### src/rtl/partition_op_issuer.sv
// partition_op_issuer: buffers partition instructions and issues them to the core one at a time
module partition_op_issuer #(
  parameter int REGION_WIDTH   = 64,
  parameter int FIFO_DEPTH     = 4,
  parameter int TIMEOUT_CYCLES = 16
) (
  input  logic                    clk,
  input  logic                    rst_n,
  input  logic                    instr_valid,
  output logic                    instr_ready,
  input  logic [7:0]              instr_op,
  input  logic [7:0]              instr_a,
  input  logic [7:0]              instr_b,
  input  logic [REGION_WIDTH-1:0] instr_region,
  input  logic                    clear_halt,
  output logic [7:0]              op,
  output logic                    op_valid,
  output logic [REGION_WIDTH-1:0] pnew_region,
  output logic [7:0]              psplit_module_id,
  output logic [REGION_WIDTH-1:0] psplit_mask,
  output logic [7:0]              pmerge_m1,
  output logic [7:0]              pmerge_m2,
  input  logic                    op_done,
  input  logic [7:0]              result_module_id,
  output logic                    busy,
  output logic                    halted,
  output logic                    timeout_err,
  output logic [15:0]             retired_count,
  output logic [7:0]              last_result_id
);
  localparam int AW = $clog2(FIFO_DEPTH);
  localparam int CW = $clog2(TIMEOUT_CYCLES);
  localparam int EW = 24 + REGION_WIDTH;
  typedef enum logic [1:0] {IDLE, ISSUE, WAIT, HALTED} state_t;
  state_t r_state, w_next;
  logic [EW-1:0] r_mem [FIFO_DEPTH];
  logic [AW-1:0] r_wr, r_rd;
  logic [AW:0] r_count;
  logic [CW-1:0] r_cnt;
  logic [7:0] r_op, r_a, r_b, r_last;
  logic [REGION_WIDTH-1:0] r_region;
  logic [15:0] r_retired;
  logic r_timeout_err;
  logic [EW-1:0] w_head;
  logic w_full, w_empty, w_flush, w_push, w_pop, w_issue, w_retire, w_timeout;
  assign w_head      = r_mem[r_rd];
  assign w_full      = r_count == (AW+1)'(FIFO_DEPTH);
  assign w_empty     = r_count == '0;
  assign w_flush     = r_state == HALTED && clear_halt;
  assign w_push      = instr_valid && !w_full && !w_flush;
  assign w_pop       = r_state == IDLE && !w_empty;
  assign w_issue     = w_pop && w_head[EW-1 -: 8] != 8'hFF;
  assign w_retire    = r_state == WAIT && op_done;
  assign w_timeout   = r_state == WAIT && !op_done && r_cnt == CW'(TIMEOUT_CYCLES - 1);
  assign instr_ready = !w_full;
  assign op_valid    = r_state == ISSUE;
  assign busy        = r_state == ISSUE || r_state == WAIT;
  assign halted      = r_state == HALTED;
  assign timeout_err = r_timeout_err;
  assign op               = r_op;
  assign pnew_region      = r_region;
  assign psplit_mask      = r_region;
  assign psplit_module_id = r_a;
  assign pmerge_m1        = r_a;
  assign pmerge_m2        = r_b;
  assign retired_count    = r_retired;
  assign last_result_id   = r_last;
  // next-state: a popped HALT parks the issuer; op_done beats the timeout
  always_comb begin
    w_next = r_state;
    unique case (r_state)
      IDLE:    w_next = w_pop ? (w_issue ? ISSUE : HALTED) : IDLE;
      ISSUE:   w_next = WAIT;
      WAIT:    w_next = op_done ? IDLE : (w_timeout ? HALTED : WAIT);
      HALTED:  w_next = clear_halt ? IDLE : HALTED;
    endcase
  end
  // state register
  always_ff @(posedge clk or negedge rst_n)
    if (!rst_n) r_state <= IDLE;
    else r_state <= w_next;
  // instruction storage; validity is tracked by the pointers alone
  always_ff @(posedge clk)
    if (w_push) r_mem[r_wr] <= {instr_op, instr_a, instr_b, instr_region};
  // FIFO pointers and occupancy; clear_halt discards everything queued
  always_ff @(posedge clk or negedge rst_n)
    if (!rst_n) begin
      r_wr    <= '0;
      r_rd    <= '0;
      r_count <= '0;
    end else begin
      r_wr    <= w_flush ? '0 : r_wr + AW'(w_push);
      r_rd    <= w_flush ? '0 : r_rd + AW'(w_pop);
      r_count <= w_flush ? '0 : r_count + (AW+1)'(w_push) - (AW+1)'(w_pop);
    end
  // operands stay put after issue because the core samples them a cycle late
  always_ff @(posedge clk or negedge rst_n)
    if (!rst_n) begin
      r_op     <= '0;
      r_a      <= '0;
      r_b      <= '0;
      r_region <= '0;
    end else if (w_issue) begin
      {r_op, r_a, r_b, r_region} <= w_head;
    end
  // completion wait counter, retire bookkeeping and sticky timeout flag
  always_ff @(posedge clk or negedge rst_n)
    if (!rst_n) begin
      r_cnt         <= '0;
      r_retired     <= '0;
      r_last        <= '0;
      r_timeout_err <= 1'b0;
    end else begin
      r_cnt         <= r_state == ISSUE ? '0 : (r_state == WAIT && !op_done ? r_cnt + 1'b1 : r_cnt);
      r_retired     <= w_retire ? r_retired + 16'd1 : r_retired;
      r_last        <= w_retire ? result_module_id : r_last;
      r_timeout_err <= w_timeout ? 1'b1 : (w_flush ? 1'b0 : r_timeout_err);
    end
endmodule

### config.mk
export PLATFORM = sky130hd
export DESIGN_NAME = partition_op_issuer
export DESIGN_NICKNAME = d
export VERILOG_FILES = /design/src/rtl/partition_op_issuer.sv
export SDC_FILE = /design/constraint.sdc
export NUM_CORES = 1
export LEC_CHECK = 0
export CAP_MARGIN = 20
export CORE_MARGIN = 1.5
export CORE_UTILIZATION = 50
export CTS_CLUSTER_SIZE = 30
export DETAILED_ROUTE_END_ITERATION = 8
export GPL_ROUTABILITY_DRIVEN = 0
export PLACE_DENSITY_LB_ADDON = 0.12
export SYNTH_ARGS = -nofsm -noshare
export SYNTH_HDL_FRONTEND = slang
export SYNTH_SLANG_ARGS = --single-unit
### constraint.sdc
create_clock -name clk -period 10.2 [get_ports clk]
set_input_delay 2.04 -clock clk [delete_from_list [all_inputs] [get_ports clk]]
set_output_delay 2.04 -clock clk [all_outputs]
set_load 0.005 [all_outputs]
==> results.md <==
- Slew margin rel.: 39.4%
- Worst hold path endpoint: retired_count[15]$_DFFE_PN0P_
- H-tree depth: 2
- CORE AREA: 35,800 um^2
- Number of synthesized register bits: 478
- Hold depth: 1
- Worst setup margin: 5830 ps
- Die height: 194 um
- CTS tree: done
- Maxcap violations: 0
- Dominant cells by area after synthesis: edfxtp_1 58%, dfrtp_1 17%, mux4_2 11%
- Mean area per synthesized cell: 21.0 um^2
- Crit path kind: in -> reg
- Most frequent cells in the layout: 352 x edfxtp_1, 288 x clkdlybuf4s50_1, 124 x dfrtp_1, 88 x mux4_2, 77 x mux2_2
- Critical path data required time: 10,350 ps
- Cell variety after synth: 34
- Crit-path max FO: 59
- Residual DRC: 0
- Sequential cell area: 13,700 um^2
- Worst min path class: reg -> reg
- Fin crit period: 4370 ps
- Mapped Area: 18,300 um^2
- Synthesis-to-finish area growth: 24.6%
- Fmax: 0.229 GHz
- IO Count: 290
- # rows: 69
- Pre-CTS WS: 5250 ps
- Antenna-violating nets left: 0
- Cells after synthesis: 871
- DR vias: 8,609
- Die area: 37,700 um^2
- Status: complete, no violations
- Post-cts resize count: 0
- Initial DRC Count: 486
- Reg2reg start: r_rd[1]$_DFF_PN0_
- Placed insts: 1,530
- Final count of pins violating max slew: 0
- RR Endpoint: pnew_region[12]$_DFFE_PN0P_
- Setup TNS Final: 0 ps
- Fillers: 2,514
- Fin nets: 1,231
- Inserted Clock Buffers: 48
- CP endpoint kind: register
- CTS max path bufs: 3
- IO buf count: 289
- Total clock sinks: 478
- Setup Skew: 22.2 ps
- Sequential-to-total area share from yosys stat: 75.0%
- Hold Path Origin: retired_count[15]$_DFFE_PN0P_
- Yosys top cell by area: edfxtp_1
- Clock root buffer: clkbuf_16
- Worst R2R Path Depth: 6
- Commonest non-fill, non-tap cell in the layout: edfxtp_1
- Share of cells above drive strength 1: 24.1%
- Fin crit share: 42.8%
- Fin cells: 1,621
- Grt total ovfl: 0
- Leak Pwr: 0.00807 uW
- Vias per inst: 5.31
- Post-synth top area share: 57.8%
- Endpoints failing hold: 0
- Reg2Reg Setup Slack: 6630 ps
- Util after Layout: 63.6%
- Pin count of the biggest net entering global routing: 79
- Initial Utilization: 51.0%
- Worst-margin pin slew: 909 ps
- Footprint of the multi-input gates: 3850 um^2
- Type of origin of the critical path: primary input
- Clk_lat worst skew: 550 ps
- Vias in the first global route: 9,147
- PwrDens: 307 nW/um^2
- Syn nets: 983
- Die W: 194 um
- First-pass GRT wire length: 53,000 um
- Per-cell routed wire length: 21.0 um
- Hold_buf cts: 0
- Worst-path clk slew: 60 ps
- Critical Path AT: 4520 ps
- Post-DP HPWL: 20,500 um
- Detailed Route WL: 34,000 um
- Antenna violations before repair: 4
- Final setup violation count: 0
- GRT Total Usage: 18.3%
- Synth warn: 0
- Postcts setup bufs: 0
- Detailed Routing Iterations Pass 1: 4
- RSZ-0062 raised after global routing: no
- Max VDD drop: 0.176 mV
## Yosys cell counts (all sizes together)
| master | number |
|---|---|
| mux4 | 88 |
| mux2i | 1 |
| edfxtp | 352 |
| fa | 1 |
| dfrtp | 126 |
| nand2 | 12 |
| inv | 8 |
| nand3 | 7 |
| nor2b | 2 |
| nor3b | 2 |
| o21ai | 2 |
| and3 | 2 |
| xor2 | 10 |
| xnor2 | 12 |
| nor4 | 1 |
| o32ai | 1 |
| a41oi | 1 |
| ha | 10 |
| nor3 | 4 |
| nand4 | 5 |
| and2 | 4 |
| a21oi | 4 |
| mux2 | 97 |
| o31ai | 1 |
| clkbuf | 17 |
| and4 | 2 |
| buf | 87 |
| or2 | 1 |
| nor2 | 11 |
## registers in the layout, summed over array words and instances (netlist names)
register and flops:
r_state 2, timeout_err 1, r_rd 2, r_cnt 4, r_mem 352, pmerge_m1 8
op 8, pmerge_m2 8, r_count 3, pnew_region 64, last_result_id 8, retired_count 16
r_wr 2
## how the worst max path moves through the flow
stage | from | endpoint | slack (ps) | cells after the start
global placement | clear_halt | r_mem[3][24]$_DFFE_PP_ | 5330 | 6
global route | clear_halt | r_mem[3][82]$_DFFE_PP_ | 5620 | 6
finish | clear_halt | r_mem[3][21]$_DFFE_PP_ | 5830 | 6
detailed placement | clear_halt | r_mem[3][24]$_DFFE_PP_ | 5250 | 6
CTS | clear_halt | r_mem[3][21]$_DFFE_PP_ | 5830 | 6
floorplan | clear_halt | r_mem[1][0]$_DFFE_PP_ | 770 | 3
## worst max-delay path, stage by stage
cell	delay, ps
clkdlybuf4s50_1	510
nand2_1	180
nand3_1	250
inv_1	150
and3_4	510
buf_4	780
## logic make-up (layout without fill, tap and decap cells)
| group | after synthesis | after routing | share of synthesized area, % |
|---|---|---|---|
| AOI/OAI and AO/OA | 9 | 9 | 0.322 |
| xor gates and xnor gates | 22 | 22 | 1.05 |
| adders and majority gates | 11 | 11 | 0.794 |
| buffers and inverters | 112 | 400 | 4.04 |
| DFF | 478 | 478 | 75.0 |
| muxes | 186 | 186 | 17.3 |
| other | 0 | 1 | 0 |
| and+or+nand+nor | 53 | 53 | 1.46 |
## report_power, final
group          internal [uW]  switching, uW  total (uW)
Clock                   1040            690        1730
Sequential              2650            293        2950
Combinational           1430            877        2310
## cell type report
type,instances,share of cell area [%]
clock buffer,74,6.28
antenna,1,0.0110
timing repair buffer,302,13.1
clock inverter,16,0.714
inverter,8,0.132
multi-input combinational,281,16.9
sequential,478,60.3
tap,461,2.53
## through the flow
stage	total power, uW	hold slack [ps]	cell area [um^2]
after floorplan	4450	465	18300
after detailed placement	5350	474	21200
after global placement	5310	459	21200
after global routing	7350	502	22800
final	6980	475	22800
after CTS	7100	484	22800
## metal layers
| metal | vias to the layer above | wire length (um) | track usage (%) |
|---|---|---|---|
| met5 | - | 38 | 0 |
| met4 | 6 | 707 | 4.89 |
| met3 | 52 | 1900 | 3.81 |
| met2 | 242 | 16700 | 29.7 |
| met1 | 4464 | 14700 | 25.5 |
| li1 | 3845 | - | - |
No activity file was read; power rests on OpenSTA's default activity.
